===== config.mk =====
export PLATFORM = sky130hd
export DESIGN_NAME = ps2_scancode_rx_flat
export DESIGN_NICKNAME = d
export VERILOG_FILES = /design/src/rtl/ps2_scancode_rx_if.sv /design/src/rtl/ps2_scancode_rx.sv /design/src/flat_wrapper.sv
export SDC_FILE = /design/constraint.sdc
export NUM_CORES = 1
export LEC_CHECK = 0
export CAP_MARGIN = 20
export CORE_UTILIZATION = 50
export CTS_BUF_LIST = sky130_fd_sc_hd__clkbuf_4 sky130_fd_sc_hd__clkbuf_8
export CTS_CLUSTER_DIAMETER = 80
export CTS_CLUSTER_SIZE = 25
export DETAILED_ROUTE_END_ITERATION = 7
export PLACE_DENSITY = 0.71
export SLEW_MARGIN = 15
export SYNTH_ARGS = -nofsm -noshare
export SYNTH_HDL_FRONTEND = slang
export SYNTH_SLANG_ARGS = --single-unit
export TNS_END_PERCENT = 10

===== constraint.sdc =====
create_clock -name clk -period 2.7 [get_ports clk]
set_input_delay 0.81 -clock clk [delete_from_list [all_inputs] [get_ports clk]]
set_output_delay 0.81 -clock clk [all_outputs]
set_load 0.02 [all_outputs]

===== src/rtl/ps2_scancode_rx_if.sv =====
// Scan-code event bus between the PS/2 receiver and the key decoder.
// Carries the raw PS/2 lines in and the decoded event strobes out.
interface ps2_scancode_rx_if;
    logic       ps2_clk;
    logic       ps2_data;
    logic [7:0] rx_code;
    logic       rx_break;
    logic       rx_ext;
    logic       rx_valid;
    logic       rx_err;

    modport master (
        input  ps2_clk, ps2_data,
        output rx_code, rx_break, rx_ext, rx_valid, rx_err
    );

    modport slave (
        output ps2_clk, ps2_data,
        input  rx_code, rx_break, rx_ext, rx_valid, rx_err
    );
endinterface


===== src/rtl/ps2_scancode_rx.sv =====
// PS/2 keyboard front end: sync, glitch filter, 11-bit framing, E0/F0 folding.
// Optional frame watchdog enabled by defining PS2_RX_TIMEOUT_EN.
//
// state  | meaning
// IDLE   | waiting for a start bit (0) on a filtered clock fall
// DATA   | shifting in 8 data bits, LSB first
// PARITY | capturing the odd-parity bit
// STOP   | checking stop bit and parity, then accepting or dropping the byte
module ps2_scancode_rx #(
    parameter int SYNC_STAGES    = 2,
    parameter int FILTER_LEN     = 8,
    parameter int TIMEOUT_CYCLES = 50000
) (
    input  logic              clk,
    input  logic              rst,
    ps2_scancode_rx_if.master bus
);
    localparam int FW = $clog2(FILTER_LEN) + 1;

    typedef enum logic [1:0] {IDLE, DATA, PARITY, STOP} state_t;

    logic [SYNC_STAGES-1:0] clk_sync, data_sync;
    logic                   clk_s, data_s;
    logic                   clk_f;
    logic [FW-1:0]          fcnt;
    logic                   toggle, fall;

    state_t     state_q, state_d;
    logic [2:0] bit_idx;
    logic [7:0] shreg;
    logic       par_q;
    logic       ext_pend, brk_pend;
    logic       accept, frame_err, timeout_hit;

    logic [7:0] code_q;
    logic       brk_q, ext_q, valid_q, err_q;

    assign clk_s  = clk_sync[SYNC_STAGES-1];
    assign data_s = data_sync[SYNC_STAGES-1];

    always_ff @(posedge clk) begin
        if (rst) begin
            clk_sync  <= '1;
            data_sync <= '1;
        end else begin
            clk_sync  <= {clk_sync[SYNC_STAGES-2:0], bus.ps2_clk};
            data_sync <= {data_sync[SYNC_STAGES-2:0], bus.ps2_data};
        end
    end

    // Filtered clock flips only after FILTER_LEN consecutive disagreeing samples.
    assign toggle = (clk_s != clk_f) && (fcnt == FW'(FILTER_LEN - 1));
    assign fall   = toggle && clk_f;

    always_ff @(posedge clk) begin
        if (rst) begin
            clk_f <= 1'b1;
            fcnt  <= '0;
        end else if (clk_s == clk_f) begin
            fcnt <= '0;
        end else if (toggle) begin
            clk_f <= ~clk_f;
            fcnt  <= '0;
        end else begin
            fcnt <= fcnt + FW'(1);
        end
    end

`ifdef PS2_RX_TIMEOUT_EN
    localparam int WW = $clog2(TIMEOUT_CYCLES + 1) + 1;
    logic [WW-1:0] wdog;

    always_ff @(posedge clk) begin
        if (rst || state_q == IDLE || toggle)
            wdog <= '0;
        else
            wdog <= wdog + WW'(1);
    end

    assign timeout_hit = (state_q != IDLE) && (wdog == WW'(TIMEOUT_CYCLES));
`else
    // Watchdog absent: the comparison is constant false, so a stalled frame waits forever.
    assign timeout_hit = (TIMEOUT_CYCLES < 0);
`endif

    always_ff @(posedge clk) begin
        if (rst)
            state_q <= IDLE;
        else
            state_q <= state_d;
    end

    always_comb begin
        state_d   = state_q;
        accept    = 1'b0;
        frame_err = 1'b0;
        if (timeout_hit) begin
            state_d = IDLE;
        end else if (fall) begin
            case (state_q)
                IDLE:   if (!data_s) state_d = DATA;
                DATA:   if (bit_idx == 3'd7) state_d = PARITY;
                PARITY: state_d = STOP;
                STOP: begin
                    state_d = IDLE;
                    if (((^shreg) ^ par_q) && data_s)
                        accept = 1'b1;
                    else
                        frame_err = 1'b1;
                end
                default: state_d = IDLE;
            endcase
        end
    end

    always_ff @(posedge clk) begin
        if (rst) begin
            bit_idx  <= '0;
            shreg    <= '0;
            par_q    <= 1'b0;
            ext_pend <= 1'b0;
            brk_pend <= 1'b0;
            code_q   <= '0;
            brk_q    <= 1'b0;
            ext_q    <= 1'b0;
            valid_q  <= 1'b0;
            err_q    <= 1'b0;
        end else begin
            valid_q <= 1'b0;
            err_q   <= 1'b0;
            if (fall && !timeout_hit) begin
                case (state_q)
                    IDLE: bit_idx <= '0;
                    DATA: begin
                        shreg   <= {data_s, shreg[7:1]};
                        bit_idx <= bit_idx + 3'd1;
                    end
                    PARITY:  par_q <= data_s;
                    default: ;
                endcase
            end
            // Prefix bytes only arm flags; the following code byte carries them out.
            if (accept) begin
                if (shreg == 8'hE0) begin
                    ext_pend <= 1'b1;
                end else if (shreg == 8'hF0) begin
                    brk_pend <= 1'b1;
                end else begin
                    valid_q  <= 1'b1;
                    code_q   <= shreg;
                    brk_q    <= brk_pend;
                    ext_q    <= ext_pend;
                    ext_pend <= 1'b0;
                    brk_pend <= 1'b0;
                end
            end
            if (frame_err || timeout_hit) begin
                err_q    <= 1'b1;
                ext_pend <= 1'b0;
                brk_pend <= 1'b0;
            end
            if (timeout_hit)
                shreg <= '0;
        end
    end

    assign bus.rx_code  = code_q;
    assign bus.rx_break = brk_q;
    assign bus.rx_ext   = ext_q;
    assign bus.rx_valid = valid_q;
    assign bus.rx_err   = err_q;
endmodule


===== src/flat_wrapper.sv =====
// flat-port wrapper written by rule: the top's interface ports become plain ports
module ps2_scancode_rx_flat 
#(
    parameter int SYNC_STAGES    = 2,
    parameter int FILTER_LEN     = 8,
    parameter int TIMEOUT_CYCLES = 50000
)
  (clk, rst, bus_ps2_clk, bus_ps2_data, bus_rx_code, bus_rx_break, bus_rx_ext, bus_rx_valid, bus_rx_err);
  ps2_scancode_rx_if bus_i ();
  input  logic clk;
  input  logic rst;
  input wire logic [$bits(bus_i.ps2_clk)-1:0] bus_ps2_clk;
  input wire logic [$bits(bus_i.ps2_data)-1:0] bus_ps2_data;
  output wire logic [$bits(bus_i.rx_code)-1:0] bus_rx_code;
  output wire logic [$bits(bus_i.rx_break)-1:0] bus_rx_break;
  output wire logic [$bits(bus_i.rx_ext)-1:0] bus_rx_ext;
  output wire logic [$bits(bus_i.rx_valid)-1:0] bus_rx_valid;
  output wire logic [$bits(bus_i.rx_err)-1:0] bus_rx_err;
  assign bus_i.ps2_clk = bus_ps2_clk;
  assign bus_i.ps2_data = bus_ps2_data;
  assign bus_rx_code = bus_i.rx_code;
  assign bus_rx_break = bus_i.rx_break;
  assign bus_rx_ext = bus_i.rx_ext;
  assign bus_rx_valid = bus_i.rx_valid;
  assign bus_rx_err = bus_i.rx_err;
  ps2_scancode_rx #(.SYNC_STAGES(SYNC_STAGES), .FILTER_LEN(FILTER_LEN), .TIMEOUT_CYCLES(TIMEOUT_CYCLES)) u_core (.clk(clk), .rst(rst), .bus(bus_i));
endmodule

==> qor.csv, run 1 <==
metric;value;unit
outcome;finished clean;
Fin Setup TNS;0;ns
Post-CTS Resized;0;
path depth of the worst reg2reg path;5;
PortBufs;15;
Crit Path Category;flip-flop to flip-flop;
Via density;5.30;
Pins Over Slew Limit;0;
antenna fix cells;0;
Netlist Area Pre-Place;0.00167;sq mm
DPL Wire Length;2.16;mm
First-pass DRT Iterations;6;
DRC;0;
Clk pin slew, worst setup/hold paths;0.10;ns
first-pass GRT wire length;4.87;mm
Distinct cells, synth;36;
Nets;200;
vias in the first global route;1121;
Period Utilization, post-route;0.815;
synth cell count leaders;dfxtp_1, mux2i_1, nor2_1;
Max-cap violations;0;
CTS tree;built;
CP Cell Sequence;ha_1 -> nor4bb_1 -> nand4b_1 -> or4_1 -> a21oi_1;
reg2reg start;u_core.fcnt[0]$_SDFF_PP0_;
Starting Density;0.538;
die area;0.00357;sq mm
hold path depth;1;
leak pwr;0.692;nW
H-tree depth;2;
CP required;2.97;ns
cell taking the most area after synthesis;dfxtp_1;
routability cong.;0.779;
worst vdd ir;0.300;mV
sequential share of the synthesized area;0.444;
Slew headroom;0.486;
CTS Buf Count;5;
clk_skew;0.00292;ns
min-delay src;u_core.data_sync[0]$_SDFF_PP1_;
layout cells sized above 1;0.0865;
Crit path largest cell delay;0.56;ns
fin util;0.610;
Max Clk Rate;455;MHz
dominant cell by count in the synthesized netlist;dfxtp_1;
Overflow after GRT;0;
Worst setup EP type;flip-flop;
Final min period;2.20;ns
main flop type after synthesis;dfxtp_1;
Sink Count;37;
worst-margin pin slew;0.768;ns
average size of a mapped cell;9.81;sq um
initial antenna violation count;0;
flop-to-flop setup slack;0.50;ns
CTS root buf;clkbuf_4;
critical-path cell with the highest stage delay;or4_1;
DRT Wirelength;2.84;mm
EDFF count, synth;0;
worst min-delay path category;flip-flop to flip-flop;
global-route usage over all layers;0.189;
largest net degree at the start of global routing;41;
Wirelength per Cell;12.4;um
Syn Nets;186;
Fill cells;293;
yosys warns;0;
CP Data Arrival Time;2.47;ns
Multi-input gate area;841;sq um
I/O pin count;16;
cts hold-fix bufs;0;
final hold vios;0;
Hold Path Sink;u_core.data_sync[1]$_SDFF_PP1_;
Core Region;0.00310;sq mm
Synth-to-Final Area Change;13.6;%
# rows;20;
Die Width;59.8;um
PwrDens;449;mW/mm^2
die height;59.8;um
Storage cell area;741;sq um
antenna viol nets, final;0;
Yosys top cell area share;0.444;
Async S/R FF share, synth;0;
Seq cells post-synth;37;
clk buf depth;2;
routed via count;1214;
endpoints failing setup;0;
Gate Count Post-Synth;170;
reg2reg end;u_core.bus.rx_code[2]$_SDFFE_PP0P_;
worst skew pair latency;0.33;ns
Iter 0 DRT Violations;43;
unrepaired setup endpoints after global routing;no;
ranking of synthesized cells by area;dfxtp_1, ha_1, mux2i_1;
startpoint types;flip-flop;
Worst Path Max Fanout;11;
setup bufs post-CTS;0;
per-layer routing:
layer,track usage,part of all wire,wire (um)
met1,0.225,0.48,1370
met3,0.0519,0.031,89
met5,0,0,0
met4,0.0997,0.016,46
met2,0.310,0.47,1330
logic make-up after synthesis:
| kind of cell | Yosys count | synth area share |
|---|---|---|
| simple gates | 55 | 0.182 |
| flops | 37 | 0.444 |
| compound gates | 26 | 0.109 |
| buf+inv | 20 | 0.0518 |
| mux | 13 | 0.0780 |
| fa+ha+maj | 12 | 0.0900 |
| xor+xnor | 7 | 0.0450 |
registers in the layout, summed over array words and instances, names as in the netlist, 2 cells and up:
signal              cells
u_core.clk_sync         2
u_core.shreg            8
u_core.bit_idx          3
u_core.bus.rx_code      8
u_core.fcnt             4
u_core.state_q          2
u_core.data_sync        2
through the flow:
step           setup slack [ns]  hold slack [ns]  power, mW  cell area (sq um)  std cells
6_report                  0.500            0.422      0.851               1890        229
3_5_place_dp              0.552            0.396      0.585               1840        221
2_1_floorplan             0.739            0.389      0.577               1670        170
3_3_place_gp              0.609            0.393      0.584               1840        221
4_1_cts                   0.520            0.421      0.864               1890        229
5_1_grt                   0.183            0.443      0.893               1890        229
power by group:
part           switching, mW  internal, mW  total (mW)
Sequential           0.00245         0.549       0.551
Combinational         0.0111       0.00998      0.0211
Clock                  0.170         0.109       0.279
Total                  0.184         0.668       0.851
worst max path at each step:
| stage | startpoint | slack, ns | end |
|---|---|---|---|
| CTS | u_core.shreg[4]$_SDFFE_PP0P_ | 0.52 | u_core.bus.rx_code[2]$_SDFFE_PP0P_ |
| global placement | u_core.shreg[6]$_SDFFE_PP0P_ | 0.61 | u_core.bus.rx_break$_SDFFE_PP0P_ |
| global route | u_core.fcnt[0]$_SDFF_PP0_ | 0.18 | u_core.bus.rx_code[3]$_SDFFE_PP0P_ |
| floorplan | u_core.shreg[6]$_SDFFE_PP0P_ | 0.74 | u_core.bus.rx_code[0]$_SDFFE_PP0P_ |
| finish | u_core.fcnt[0]$_SDFF_PP0_ | 0.50 | u_core.bus.rx_code[2]$_SDFFE_PP0P_ |
| detailed placement | u_core.shreg[6]$_SDFFE_PP0P_ | 0.55 | u_core.bus.rx_code[6]$_SDFFE_PP0P_ |
cell usage in the layout (no fill, tap or decap), types with 2 or more instances in the layout:
cell | synthesis | final
ha_1 | 12 | 12
or4_1 | 5 | 5
inv_1 | 10 | 10
or2_2 | 4 | 4
xor2_1 | 2 | 2
o31ai_1 | 5 | 5
clkdlybuf4s50_1 | 0 | 15
a21oi_1 | 9 | 9
mux2i_1 | 13 | 13
nand3_1 | 4 | 4
nand2b_1 | 10 | 10
nand2_1 | 8 | 8
a211oi_1 | 2 | 2
nor3_1 | 4 | 4
nor2_1 | 13 | 13
buf_4 | 0 | 2
dfxtp_1 | 37 | 37
clkinv_2 | 0 | 2
clkbuf_4 | 0 | 6
xnor2_1 | 4 | 4
a22oi_1 | 2 | 2
critical path, delay by kind of cell (launching register included):
kind                     cells  cell delay [ns]
adder cells (fa/ha/maj)      1             0.22
flip-flops                   1             0.39
AND/OR/NAND/NOR              3             1.40
AO/OA/AOI/OAI                1             0.13
cell type report:
class                      instances  share of cell area
multi-input combinational        113               0.444
sequential                        37               0.391
timing repair buffer              17              0.0872
tap                               44              0.0291
clock buffer                       6              0.0238
inverter                          10              0.0198
clock inverter                     2             0.00528
Note: power is estimated with default switching activity, not from simulation.
==> inputs of run 2 (changes only) <==
Clock period 2.7 ns to 2.25 ns, I/O delays scaled along.
==> qor.csv, run 2 (synthesis gave the netlist of run 1 again) <==
metric;value;unit
Starting Density;0.538;
CP Data Arrival Time;2.36;ns
outcome;finished clean;
PwrDens;522;mW/mm^2
Period Utilization, post-route;0.929;
worst vdd ir;0.309;mV
DRC;0;
global-route usage over all layers;0.193;
worst min-delay path category;flip-flop to flip-flop;
Max Clk Rate;478;MHz
dpl cells;222;
Die Width;59.8;um
startpoint types;flip-flop;
Synth-to-Final Area Change;14.5;%
Slew headroom;0.645;
final hold vios;0;
Clk pin slew, worst setup/hold paths;0.10;ns
DRT Wirelength;2.93;mm
CP Launch Point;u_core.shreg[6]$_SDFFE_PP0P_;
fin util;0.615;
Worst Path Max Fanout;11;
die area;0.00357;sq mm
PnR worst setup slack;0.159;ns
pre-CTS setup slack;0.0917;ns
path depth of the worst reg2reg path;5;
worst skew pair latency;0.33;ns
clk_skew;0.00609;ns
CTS Buf Count;5;
unrepaired setup endpoints after global routing;no;
most common cell after layout, fill and taps aside;dfxtp_1;
leak pwr;0.694;nW
First-pass DRT Iterations;4;
Sink Count;37;
H-tree depth;2;
Via density;5.40;
clk buf depth;2;
most frequent cells in the layout;dfxtp_1, clkdlybuf4s50_1, mux2i_1, nor2_1, ha_1;
die height;59.8;um
Worst setup EP type;flip-flop;
antenna viol nets, final;0;
layout cells sized above 1;0.0870;
Pins Over Slew Limit;0;
Core Region;0.00310;sq mm
antenna fix cells;0;
reg2reg end;u_core.bus.rx_code[4]$_SDFFE_PP0P_;
routed via count;1231;
worst-margin pin slew;0.532;ns
CP required;2.52;ns
Wirelength per Cell;12.9;um
vias in the first global route;1196;
Final Non-Filler Cells;228;
Worst Setup EP;u_core.bus.rx_code[4]$_SDFFE_PP0P_;
endpoints failing setup;0;
Fin Setup TNS;0;ns
PortBufs;15;
Overflow after GRT;0;
# rows;20;
flop-to-flop setup slack;0.16;ns
Max-cap violations;0;
Final min period;2.09;ns
CTS tree;built;
setup bufs post-CTS;0;
first-pass GRT wire length;5.10;mm
CTS root buf;clkbuf_4;
reg2reg start;u_core.shreg[6]$_SDFFE_PP0P_;
Iter 0 DRT Violations;53;
I/O pin count;16;
largest net degree at the start of global routing;41;
initial antenna violation count;0;
cts hold-fix bufs;0;
routability cong.;0.863;
Fill cells;299;
Nets;201;
DPL Wire Length;2.18;mm
Crit Path Category;flip-flop to flip-flop;
==> run 2: changes by cell type in the layout (fill, tap and decap cells not counted) <==
cell / previous run / this run
clkbuf_4: 6 / 5
clkinv_2: 2 / 1
buf_12: 0 / 1
xor2_2: 0 / 1
xor2_1: 2 / 1
==> run 2: through the flow <==
step                total power, mW  hold slack, ns  cell area (sq um)
floorplan                     0.693           0.389               1670
global placement              0.704           0.392               1860
detailed placement            0.705           0.399               1860
CTS                            1.01           0.424               1900
global route                   1.05           0.431               1910
finish                        0.997           0.419               1910
==> run 2: cell type report <==
type	count	area, sq um	share of cell area
Multi-Input combinational cell	113	848	0.444
Sequential cell	37	741	0.388
Timing Repair Buffer	18	185	0.0970
Tap cell	44	55.1	0.0288
Clock buffer	5	37.5	0.0197
Inverter	10	37.5	0.0197
Clock inverter	1	5.00	0.00262
==> run 2: worst min path at each step <==
stage / from / endpoint / slack [ns] / cells past startpoint
2_1_floorplan: u_core.clk_sync[0]$_SDFF_PP1_ / u_core.clk_sync[1]$_SDFF_PP1_ / 0.39 / 1
3_3_place_gp: u_core.clk_sync[0]$_SDFF_PP1_ / u_core.clk_sync[1]$_SDFF_PP1_ / 0.39 / 1
3_5_place_dp: u_core.data_sync[0]$_SDFF_PP1_ / u_core.data_sync[1]$_SDFF_PP1_ / 0.40 / 1
4_1_cts: u_core.data_sync[0]$_SDFF_PP1_ / u_core.data_sync[1]$_SDFF_PP1_ / 0.42 / 1
5_1_grt: u_core.data_sync[0]$_SDFF_PP1_ / u_core.data_sync[1]$_SDFF_PP1_ / 0.43 / 1
6_report: u_core.data_sync[0]$_SDFF_PP1_ / u_core.data_sync[1]$_SDFF_PP1_ / 0.42 / 1
==> run 2: metal layers <==
| layer | vias to the layer above | track usage | routed length [um] |
|---|---|---|---|
| met4 | 0 | 0.0631 | 37 |
| met5 | - | 0 | 0 |
| met2 | 28 | 0.329 | 1420 |
| met1 | 583 | 0.220 | 1340 |
| li1 | 616 | - | - |
| met3 | 4 | 0.0758 | 137 |
==> run 2: report_power, final <==
part	internal, mW	switching [mW]
clock	0.108	0.199
sequential	0.658	0.00247
combinational	0.0143	0.0142
==> run 2: timing repair <==
action | 4_1_cts | 5_1_grt
gates resized for setup | 0 | 1
setup endpoints to repair | 0 | 10
hold endpoints to repair | 0 | 0
==> run 2: critical path, stage by stage, from the launching register on <==
cell and delay, ns:
dfxtp_1 0.36, ha_1 0.32, xnor3_1 0.41, xor2_2 0.28, or4_1 0.53, a21oi_1 0.13
==> inputs of run 3 (changes only) <==
Settings changed: CTS_CLUSTER_DIAMETER 80 to unset.
==> results of run 3 <==
The final DEF is identical to that of run 2; final timing and power are the same.
